--- src/rtl/fetch_unit.sv ---
// Instruction-fetch stage: addresses IMEM from the current PC, produces the
// next PC and its load strobe, and owns the IF/ID pipeline register together
// with the stall, redirect, halt and single-step control.
module fetch_unit #(
    parameter int          ADDR_W    = 10,
    parameter logic [31:0] HALT_WORD = 32'hFFFF_FFFF
) (
    input  logic              CLK,
    input  logic              RESET,
    input  logic              ENABLE,
    input  logic              STALL,
    input  logic              REDIRECT,
    input  logic [31:0]       REDIRECT_PC,
    input  logic [31:0]       PC_CUR,
    input  logic [31:0]       IMEM_DATA,
    input  logic              SINGLE_STEP,
    input  logic              STEP,
    output logic [ADDR_W-1:0] IMEM_ADDR,
    output logic [31:0]       PC_NEXT,
    output logic              PC_LOAD,
    output logic [31:0]       IFID_INSTR,
    output logic [31:0]       IFID_PC4,
    output logic              IFID_VALID,
    output logic              HALTED,
    output logic [31:0]       FETCH_COUNT
);

    typedef enum logic [1:0] {
        ST_RUN,
        ST_WAIT_STEP,
        ST_HALT
    } state_t;

    state_t      state_q, state_d;
    logic [31:0] ifid_instr_q, ifid_instr_d;
    logic [31:0] ifid_pc4_q, ifid_pc4_d;
    logic        ifid_valid_q, ifid_valid_d;
    logic [31:0] fetch_count_q, fetch_count_d;
    logic [31:0] pc_plus4;
    logic        pc_load;

    // Redirect targets are word aligned, so the low byte-offset bits are dropped.
    logic unused_redirect_bits;
    assign unused_redirect_bits = ^REDIRECT_PC[1:0];

    // Next-state, IF/ID update and PC load strobe, evaluated in priority order.
    always_comb begin
        pc_plus4      = PC_CUR + 32'd4;
        PC_NEXT       = REDIRECT ? {REDIRECT_PC[31:2], 2'b00} : pc_plus4;
        state_d       = state_q;
        ifid_instr_d  = ifid_instr_q;
        ifid_pc4_d    = ifid_pc4_q;
        ifid_valid_d  = ifid_valid_q;
        fetch_count_d = fetch_count_q;
        pc_load       = 1'b0;

        if (!ENABLE) begin
            // frozen: everything holds
        end else if (REDIRECT) begin
            ifid_valid_d = 1'b0;
            ifid_instr_d = '0;
            pc_load      = 1'b1;
            if (state_q == ST_HALT) state_d = ST_RUN;
        end else if (STALL) begin
            // IF/ID and PC hold
        end else if (state_q == ST_HALT) begin
            ifid_valid_d = 1'b0;
            ifid_instr_d = '0;
        end else if (state_q == ST_WAIT_STEP && !SINGLE_STEP) begin
            ifid_valid_d = 1'b0;
            ifid_instr_d = '0;
            state_d      = ST_RUN;
        end else if (state_q == ST_WAIT_STEP && !STEP) begin
            ifid_valid_d = 1'b0;
            ifid_instr_d = '0;
        end else if (IMEM_DATA == HALT_WORD) begin
            ifid_valid_d = 1'b0;
            ifid_instr_d = '0;
            state_d      = ST_HALT;
        end else begin
            ifid_instr_d  = IMEM_DATA;
            ifid_pc4_d    = pc_plus4;
            ifid_valid_d  = 1'b1;
            fetch_count_d = fetch_count_q + 32'd1;
            pc_load       = 1'b1;
            state_d       = SINGLE_STEP ? ST_WAIT_STEP : ST_RUN;
        end
    end

    // State and IF/ID register, asynchronously cleared by RESET.
    always_ff @(posedge CLK or posedge RESET) begin
        if (RESET) begin
            state_q       <= ST_RUN;
            ifid_instr_q  <= '0;
            ifid_pc4_q    <= '0;
            ifid_valid_q  <= 1'b0;
            fetch_count_q <= '0;
        end else begin
            state_q       <= state_d;
            ifid_instr_q  <= ifid_instr_d;
            ifid_pc4_q    <= ifid_pc4_d;
            ifid_valid_q  <= ifid_valid_d;
            fetch_count_q <= fetch_count_d;
        end
    end

    assign IMEM_ADDR   = PC_CUR[ADDR_W+1:2];
    assign PC_LOAD     = pc_load;
    assign IFID_INSTR  = ifid_instr_q;
    assign IFID_PC4    = ifid_pc4_q;
    assign IFID_VALID  = ifid_valid_q;
    assign HALTED      = (state_q == ST_HALT);
    assign FETCH_COUNT = fetch_count_q;

endmodule

--- config.mk ---
export PLATFORM = sky130hd
export DESIGN_NAME = fetch_unit
export DESIGN_NICKNAME = d
export VERILOG_FILES = /design/src/rtl/fetch_unit.sv
export SDC_FILE = /design/constraint.sdc
export NUM_CORES = 1
export LEC_CHECK = 0
export ABC_AREA = 1
export CAP_MARGIN = 30
export CORE_MARGIN = 4
export CORE_UTILIZATION = 50
export CTS_CLUSTER_DIAMETER = 200
export DETAILED_ROUTE_END_ITERATION = 16
export DONT_BUFFER_PORTS = 1
export GPL_TIMING_DRIVEN = 0
export PLACE_DENSITY = 0.61
export RECOVER_POWER = 100
export SLEW_MARGIN = 20
export SYNTH_ARGS = -nofsm -noshare
export SYNTH_HDL_FRONTEND = slang
export SYNTH_SLANG_ARGS = --single-unit
--- constraint.sdc ---
create_clock -name CLK -period 5 [get_ports CLK]
set_clock_uncertainty 0.2 [all_clocks]
set_input_delay 1 -clock CLK [delete_from_list [all_inputs] [get_ports CLK]]
set_output_delay 1 -clock CLK [all_outputs]
set_load 0.005 [all_outputs]
==> summary.txt, run 1 <==
Place
  – DP Area: 0.00634 mm2
  – Dpl hpwl: 15.0 mm
  – Placed cell count: 1090
  – Placement Setup Slack: 1.35 ns
  – Final Wtd Congestion: 0.976
  – Port bufs: 0

Critical path
  – WP data required: 3.80 ns
  – Worst path arrival time: 2.44 ns
  – R2r worst-path depth: 11
  – R2R setup slack: 2.33 ns
  – Launching element type of the critical path: input pin
  – CP Capture Type: primary output
  – WS Path Type: input pin to primary output
  – Reg-to-reg endpoint: FETCH_COUNT[15]$_DFFE_PP0P_
  – Crit Path Max Fanout: 7
  – Reg2reg start: state_q[1]$_DFFE_PP0P_

Global routing
  – Initial antenna violation count: 0
  – Vias in the first global route: 5656
  – Total track usage: 26.5%
  – Total gr overflow: 0
  – Largest net degree at the start of global routing: 69
  – First-pass GRT wire length: 29.4 mm

STA
  – RSZ-0062 raised after global routing: false
  – Setup TNS: 0 ns
  – Rel. slew slack: -9.16%
  – Final Hold Fails: 0
  – Min cycle time layout: 3.64 ns
  – Setup Viol. Count Final: 0
  – Pins Over Slew Limit: 69
  – Fin Hold WS: 0.312 ns
  – Min setup slack post-route: 1.36 ns
  – Slew at the pin closest to its max-slew limit: 1.64 ns
  – Fin crit share: 72.8%
  – Max Clk Rate: 275 MHz

Flow run
  – Max-Cap Viols: 1

Worst hold path
  – Startpoint of the worst hold path: IFID_INSTR[21]$_DFFE_PP0P_
  – Worst hold path endpoint: IFID_INSTR[21]$_DFFE_PP0P_
  – Cells on Worst Hold Path: 2
  – Worst hold path type: register to register

Final layout
  – Final core utilization: 54.5%
  – Final Instance Area: 0.00655 mm2
  – Antenna diodes: 0
  – Share of cells above drive strength 1: 4.28%
  – Area growth syn-to-layout: 6.84%
  – Post-Layout Cell Count: 1106
  – Nets: 1059

Drt
  – Iteration count of the initial detailed-routing pass: 5
  – Residual DRC: 0
  – DRT antenna net count: 0
  – Final wirelength: 18.8 mm
  – Vias/cell: 5.23
  – Wire per inst: 17.0 um
  – Vias post-DR: 5780
  – Number of DRC markers in iteration 0: 304

CTS
  – Setup bufs post-CTS: 0
  – CTS tree: yes
  – CTS root buf: clkbuf_16
  – Hold Buf Count CTS: 0
  – # H-tree levels: 3
  – Num CTS Buffers: 9
  – Clk sinks: 99
  – Clock Path Buffers: 2
  – Worst-path clk slew: 0.08 ns
  – Worst skew pair latency: 0.35 ns
  – Cts repair resizes: 0

Synthesis
  – Synthesized net count: 1047
  – Asr flop ratio synth: 100%
  – Register area share after synthesis: 40.4%
  – Post-synth top area cell: dfrtp_1
  – Synth cell types: 26
  – Post-Syn Area: 0.00613 mm2
  – Primary FF master, synth: dfrtp_1
  – Syn_area_per_cell: 6.50 um2
  – Post-synth EDFFs: 0
  – Post-synth top cells: 566 x nand2_1, 104 x nor2_1, 99 x dfrtp_1, 28 x inv_1, 23 x xor2_1
  – Synth warn: 0
  – Cells after Synth: 942
  – Top cell type's share of synthesized area: 40.4%
  – Most common cell in the netlist: nand2_1
  – Synth area leaders: dfrtp_1 40%, nand2_1 35%, nor2_1 6.4%
  – Post-synthesis register bit count: 99

Floorplan
  – I/O pin count: 244
  – Die Y: 119 um
  – Core area: 0.0120 mm2
  – Die area: 0.0141 mm2
  – Initial Utilization: 51.0%
  – Die W: 119 um
  – Site Rows: 40

Power
  – Combinational power share: 15.5%
  – Leakage: 3.39 nW
  – Overall Power: 2.08 mW
  – Pwr/cell area: 318 mW/mm2
  – Share of power burned in registers: 50.7%
  – Internal Power: 1.39 mW
  – Sw power: 0.688 mW
  – Clk network pwr share: 33.8%
  – Switching share of power: 33.1%
  – VDD IR max: 0.000172 V

Outcome
  – Run status: complete, but fails checks
  – Failing checks: max-capacitance violations, max-slew violations
-- worst max-delay path: stages --
cell and delay (ns):
ha_1 0.23, nand3_1 0.23, nor2_1 0.34, nand3_1 0.17, xnor2_1 0.27, nand2_1 0.09, nand2_1 0.09
-- cell type report --
type,instances,area (um2)
sequential,99,2480
clock buffer,9,225
timing repair buffer,1,5.00
tap,147,184
multi-input combinational,772,3240
buffer,38,201
inverter,33,125
clock inverter,7,83.8
fill,1219,5470
-- layout by cell type, fill, tap and decap left out --
cell type     n
buf_6         3
inv_6         3
nand3_1      11
clkbuf_1     24
clkbuf_4      9
nand3b_1     22
xnor2_1       9
ha_1          2
buf_2         2
nand4_1       8
and3_1        2
a31oi_1       2
nor3_1        1
nor2_1      106
dfrtp_1      99
nor2_4        1
nor2_2        3
nand2_2       1
clkinv_1      1
clkinv_4      1
o21ai_2       1
nand2_1     566
clkbuf_16     9
clkbuf_2      1
clkinv_8      3
clkinvlp_2    1
o21ai_0      14
inv_2         3
xor2_1       23
inv_1        28
-- worst max path at each step --
stage / to / slack, ns / start / cells past startpoint
after floorplan: FETCH_COUNT[0]$_DFFE_PP0P_ / 1.21 / RESET / 1
after global placement: IFID_PC4[24]$_DFFE_PP0P_ / 0.21 / RESET / 1
after detailed placement: PC_NEXT[16] / 1.35 / PC_CUR[2] / 7
after CTS: PC_NEXT[16] / 1.34 / PC_CUR[2] / 7
after global routing: IFID_PC4[30]$_DFFE_PP0P_ / 1.16 / RESET / 2
final: PC_NEXT[16] / 1.36 / PC_CUR[2] / 7
-- power groups by stage --
| stage | logic, mW | clock network [mW] | registers, mW |
|---|---|---|---|
| 2_1_floorplan | 0.264 | 0 | 1.03 |
| 3_3_place_gp | 0.326 | 0 | 1.07 |
| 3_5_place_dp | 0.339 | 0 | 1.07 |
| 4_1_cts | 0.341 | 0.721 | 1.06 |
| 5_1_grt | 0.369 | 0.760 | 1.07 |
| 6_report | 0.322 | 0.703 | 1.06 |
-- per-layer routing --
layer	vias up	wire length, um	track usage, %
met3	35	1730	9.52
li1	2891	-	-
met1	2635	7140	29.4
met2	219	9440	46.5
met5	-	0	0
met4	0	492	9.63
-- sequential cells by signal, indices dropped and copies added, names as in the netlist --
signal       count
FETCH_COUNT     32
IFID_INSTR      32
IFID_PC4        32
IFID_VALID       1
state_q          2
-- cells by family (layout without fill, tap and decap cells) --
logic type,after synthesis,in the layout,synth area share (%)
AND/OR/NAND/NOR,721,721,46.7
flip-flops,99,99,40.4
buffers and inverters,71,88,6.37
XOR/XNOR,32,32,4.58
AO/OA/AOI/OAI,17,17,1.49
adder cells (fa/ha/maj),2,2,0.408
Power figures use the tool's default switching activity.
==> run 2: changes to the inputs <==
--- a/config.mk
+++ b/config.mk
@@ -13,7 +13,7 @@
 export DETAILED_ROUTE_END_ITERATION = 16
 export DONT_BUFFER_PORTS = 1
 export GPL_TIMING_DRIVEN = 0
-export PLACE_DENSITY = 0.61
+export PLACE_DENSITY = 0.64
 export RECOVER_POWER = 100
 export SLEW_MARGIN = 20
 export SYNTH_ARGS = -nofsm -noshare
==> constraint.sdc (replaced) <==
create_clock -name CLK -period 3.3 [get_ports CLK]
set_clock_uncertainty 0.2 [all_clocks]
set_input_delay 0.66 -clock CLK [delete_from_list [all_inputs] [get_ports CLK]]
set_output_delay 0.66 -clock CLK [all_outputs]
set_load 0.005 [all_outputs]
==> summary.txt, run 2 (synthesis results as in run 1) <==
CTS
  – CTS tree: yes
  – Num CTS Buffers: 9
  – Clock Path Buffers: 2
  – Clk sinks: 99
  – Cts repair resizes: 0
  – # H-tree levels: 3
  – CTS root buf: clkbuf_16
  – Worst-path clk slew: 0.08 ns
  – Hold Buf Count CTS: 1
  – Setup bufs post-CTS: 0
  – Worst skew pair latency: 0.35 ns

STA
  – Min cycle time layout: 2.98 ns
  – Setup TNS: 0 ns
  – Fin crit share: 90.4%
  – Max Clk Rate: 335 MHz
  – RSZ-0062 raised after global routing: false
  – Final Hold Fails: 0
  – Rel. slew slack: 10.5%
  – Slew at the pin closest to its max-slew limit: 1.34 ns
  – Pins Over Slew Limit: 0
  – Setup Viol. Count Final: 0

Place
  – Port bufs: 0
  – Final Wtd Congestion: 0.946
  – Placed cell count: 1092
  – Dpl hpwl: 15.0 mm

Floorplan
  – Die Y: 119 um
  – Die W: 119 um
  – Core area: 0.0120 mm2
  – Initial Utilization: 51.0%
  – Site Rows: 40
  – I/O pin count: 244
  – Die area: 0.0141 mm2

Global routing
  – Total track usage: 25.9%
  – First-pass GRT wire length: 28.5 mm
  – Initial antenna violation count: 0
  – Vias in the first global route: 5396
  – Total gr overflow: 0
  – Largest net degree at the start of global routing: 32

Critical path
  – Crit Path Max Fanout: 7
  – WP data required: 2.44 ns
  – Critical Path Source: PC_CUR[2]
  – Cell chain of the critical path: ha_1 > nand3_1 > nor2_1 > nand3_1 > xnor2_1 > nand2_1 > nand2_1
  – Launching element type of the critical path: input pin
  – Reg2reg start: state_q[1]$_DFFE_PP0P_
  – Slowest Stage Delay on Critical Path: 0.39 ns
  – Worst path arrival time: 2.12 ns
  – Crit path max-delay cell type: nor2_1
  – CP Capture Type: primary output
  – WS Path Type: input pin to primary output

Drt
  – Final wirelength: 18.4 mm
  – Vias/cell: 5.06
  – Wire per inst: 16.6 um
  – Residual DRC: 0
  – DRT antenna net count: 0
  – Number of DRC markers in iteration 0: 377
  – Iteration count of the initial detailed-routing pass: 4
  – Vias post-DR: 5607

Worst hold path
  – Startpoint of the worst hold path: IMEM_DATA[4]
  – Worst hold path type: input pin to register

Final layout
  – Antenna diodes: 0
  – Nets: 1062
  – Post-Layout Cell Count: 1109
  – Area growth syn-to-layout: 7.50%
  – Most common cell after layout, fill and taps aside: nand2_1
  – Share of cells above drive strength 1: 4.47%
  – Most frequent cells in the layout: 566 x nand2_1, 106 x nor2_1, 99 x dfrtp_1

Power
  – Leakage: 3.44 nW
  – Pwr/cell area: 475 mW/mm2
  – VDD IR max: 0.000267 V

Flow run
  – Max-Cap Viols: 0

Outcome
  – Run status: finished clean
run 2: cell count changes in the layout (fill, tap and decap cells not counted), moves of 2 or more:
| cell | previous run | this run |
|---|---|---|
| dlymetal6s4s_1 | 0 | 3 |
| clkinv_8 | 3 | 0 |
| buf_6 | 3 | 6 |
| clkbuf_1 | 24 | 19 |
| clkinv_2 | 0 | 2 |
run 2: final timing paths:
path | to | slack (ns) | depth (start not counted)
max | PC_NEXT[16] | 0.32 | 7
min | IFID_INSTR[4]$_DFFE_PP0P_ | 0.21 | 2
max reg2reg | FETCH_COUNT[22]$_DFFE_PP0P_ | 0.75 | 11
min reg2reg | IFID_INSTR[25]$_DFFE_PP0P_ | 0.31 | 2
max in group asynchronous | IFID_PC4[19]$_DFFE_PP0P_ | 0.63 | 3
min in group asynchronous | IFID_INSTR[11]$_DFFE_PP0P_ | 0.58 | 2
run 2: worst max-delay path, delay by kind of cell:
family | cells | cell delay, ns
xor+xnor | 1 | 0.25
fa+ha+maj | 1 | 0.24
simple gates | 5 | 0.97
run 2: per-layer routing:
| metal | track usage (%) | up-vias | share of wire (%) |
|---|---|---|---|
| met3 | 9.71 | 30 | 8.7 |
| li1 | - | 2884 | - |
| met5 | 0 | - | 0 |
| met4 | 9.41 | 0 | 2.9 |
| met1 | 29.1 | 2505 | 38 |
| met2 | 44.9 | 188 | 50 |
run 2: stage by stage:
step	instance area (um2)	hold WS, ns	power (mW)	worst slack, ns	util [%]
floorplan	6130	0.272	1.96	0.744	-
global placement	6310	0.290	2.13	0.327	52.6
detailed placement	6370	0.296	2.15	0.334	53.1
CTS	6670	0.204	3.18	0.333	55.5
global route	6590	0.200	3.30	0.100	54.8
finish	6590	0.212	3.13	0.317	54.8
run 2: area by class of cell:
cell class	count	area [um2]
Buffer	38	226
Clock buffer	10	239
Clock inverter	6	46.3
Fill cell	1261	5430
Inverter	33	125
Multi-Input combinational cell	772	3240
Sequential cell	99	2480
Tap cell	147	184
Timing Repair Buffer	4	47.5
run 2: where the power goes:
group          leakage, nW  internal (mW)  switching [mW]
clock network        0.141          0.541           0.493
logic                 2.00          0.173           0.316
registers             1.31           1.40           0.200
==> RTL edit, RTL diff (flow settings as in run 2) <==
`ifid_instr_q` no longer has a reset.
--- a/src/rtl/fetch_unit.sv
+++ b/src/rtl/fetch_unit.sv
@@ -93,3 +93,2 @@
             state_q       <= ST_RUN;
-            ifid_instr_q  <= '0;
             ifid_pc4_q    <= '0;
@@ -99,3 +98,2 @@
             state_q       <= state_d;
-            ifid_instr_q  <= ifid_instr_d;
             ifid_pc4_q    <= ifid_pc4_d;
@@ -104,2 +102,6 @@
         end
+    end
+
+    always_ff @(posedge CLK) begin
+        ifid_instr_q <= ifid_instr_d;
     end
Check against the original RTL: not equivalent (a bounded check fails within 4 cycles, from zero or initial values and one cycle with RESET high).
==> RTL edit against run 2 <==
Worst setup slack better by 0.16 ns. Wire length shrank 0.28%. Highest routed layer unchanged. Sequential cell count stayed put. Core utilization about the same. Critical endpoint is now PC_NEXT[14]. Largest cell class unchanged. Total power fell by 6.2%. Critical path type unchanged. Largest power group unchanged. First-iteration DRC count increased by 28%. Design area hardly changed. Synthesized cell count shrank 5.1%. Area after synthesis increased by 0.22%.
==> RTL edit: results (changes against run 2) <==
- Critical path data arrival time: 1.97 ns (was 2.12 ns)
- Reg2Reg Setup Slack: 0.69 ns (was 0.75 ns)
- Synth top area cells: dfrtp_1 27%, nand2_1 26%, edfxtp_1 16% (was dfrtp_1 40%, nand2_1 35%, nor2_1 6.4%)
- Clk Tree Root Cell: clkbuf_16 (unchanged)
- Hold/Removal Path Class: input port to flip-flop (unchanged)
- Hpwl dp: 14930 um (was 14980 um)
- Post-DR wirelength/cell: 17.33 um (was 16.61 um)
- GR Util All Layers: 0.2583 (was 0.2594)
- Hold Path Depth: 1 (was 2)
- H-tree depth: 3 (unchanged)
- First-pass GRT wire length: 29080 um (was 28520 um)
- Post-CTS setup buffers: 0 (unchanged)
- Share of synthesized flip-flops with an asynchronous set or reset: 0.6768 (was 1.000)
- Largest net degree at the start of global routing: 41 (was 32)
- Critical path's largest stage delay: 0.47 ns (was 0.39 ns)
- Post_cts resized: 0 (unchanged)
- EDFF count, synth: 32 (was 0)
- Clock transition at path regs: 0.08 ns (about the same)
- Reg2reg start: state_q[0] (was state_q[1])
- Synth cell count leaders: 430 x nand2_1, 133 x nor2_1, 67 x dfrtp_1, 66 x inv_1, 35 x o21ai_0 (was 566 x nand2_1, 104 x nor2_1, 99 x dfrtp_1, 28 x inv_1, 23 x xor2_1)
- CTS buffer count: 9 (unchanged)
- WL met3: 1438 um (was 1605 um)
- Buffers on Ports: 0 (unchanged)
- Leak: 3.187 nW (was 3.444 nW)
- Vias in the first global route: 5448 (was 5396)
- Worst vdd ir: 0.2209 mV (was 0.2675 mV)
- Routed length on met2: 9242 um (was 9246 um)
- Pre-CTS setup slack: 0.5423 ns (was 0.3340 ns)
- Status: completed (unchanged)
- Max layer used: met4 (unchanged)
- M1 WL: 7369 um (was 7046 um)
- Iter 0 DRT Violations: 481 (was 377)
- Worst-Margin Slew: 1.440 ns (was 1.343 ns)
- R2r endpoint: FETCH_COUNT[21] (was FETCH_COUNT[22])
- Hold Startpoint: PC_CUR[2] (was IMEM_DATA[4])
- Clock Path Buffers: 2 (unchanged)
- Worst Path Max Fanout: 6 (was 7)
- CP max-delay cell: nor2_1 (unchanged)
- Ratio of cells with drive above 1 in the final layout: 0.05257 (was 0.04470)
- Seq/Total Area, Yosys: 0.4296 (was 0.4044)
- Antenna violations before repair: 0 (unchanged)
- Layout filler cell count: 1184 (was 1261)
- Mapped Nets: 999 (was 1047)
- RD Place Congestion: 0.9697 (was 0.9456)
- Distinct cell type count after synthesis: 31 (was 26)
- Final hold slack: 0.2209 ns (was 0.2121 ns)
- Drt pass-1 iters: 5 (was 4)
- Vias: 5545 (was 5607)
- # diodes: 0 (unchanged)
- YS warnings: 0 (unchanged)
- R2R depth: 9 (was 11)
- Hold endpoint: IFID_PC4[2] (was IFID_INSTR[4])
- Clock insertion delay at the later pin of the skew report: 0.34 ns
- Yosys reg bits: 99 (unchanged)
-- RTL edit: cell count changes after synthesis, sizes merged, moves of 4 or more --
cell           run 2  this run
nand4              8         4
dfrtp             99        67
clkbuf            10         6
edfxtp             0        32
xor2              23        16
nor2             110       141
o21ai             15        39
inv               32        69
nand2            567       437
nand3b            22        29
-- RTL edit: final cells by class --
type                            count  share of cell area
Clock buffer                       10             0.03475
Multi-Input combinational cell    692              0.4518
Buffer                             32             0.02716
Inverter                           71             0.04083
Timing Repair Buffer                3            0.008735
Sequential cell                    99              0.4003
Tap cell                          147             0.02791
Clock inverter                      6            0.008545
-- RTL edit: worst max-delay path, delay by kind of cell --
| kind | cells | cell delay, ns |
|---|---|---|
| xor+xnor | 1 | 0.29 |
| simple gates | 4 | 0.83 |
| fa+ha+maj | 1 | 0.19 |
-- RTL edit: worst max-delay path by stage --
stage          startpoint  slack, ns  depth (start not counted)              end
6_report        PC_CUR[2]       0.47                          6      PC_NEXT[14]
5_1_grt          REDIRECT       0.30                          9  FETCH_COUNT[21]
4_1_cts         PC_CUR[2]       0.54                          7      PC_NEXT[12]
3_5_place_dp    PC_CUR[2]       0.54                          7      PC_NEXT[12]
3_3_place_gp     REDIRECT      -0.49                          3   IFID_INSTR[23]
2_1_floorplan    REDIRECT       0.19                          3    IFID_INSTR[0]
-- RTL edit: metrics by stage --
stage                     area (um^2)  instances
after floorplan                  6140        894
after global placement           6324       1041
after detailed placement         6385       1043
after CTS                        6680       1060
after global routing             6589       1060
final                            6589       1060
-- RTL edit: routing by layer --
| layer | global-route usage | up-vias |
|---|---|---|
| met1 | 0.3085 | 2535 |
| met5 | 0 | - |
| met4 | 0.06300 | 0 |
| li1 | - | 2766 |
| met2 | 0.4654 | 224 |
| met3 | 0.06553 | 20 |
-- RTL edit: cell families after synthesis --
family,Yosys count,share of synthesized area
xor gates and xnor gates,26,0.03709
buffers and inverters,103,0.07764
DFF,99,0.4296
adders and majority gates,2,0.004075
AOI/OAI and AO/OA,44,0.03668
and+or+nand+nor,620,0.4149
-- RTL edit: timing repair --
item	in CTS	in global routing
hold buffers	1	0
endpoints found under the setup margin	0	0
hold endpoints to repair	27	0
-- RTL edit: power by group --
part	internal, mW	switching, mW	leakage, nW
sequential	1.40	0.140	1.20
clock	0.532	0.497	0.143
combinational	0.131	0.236	1.85
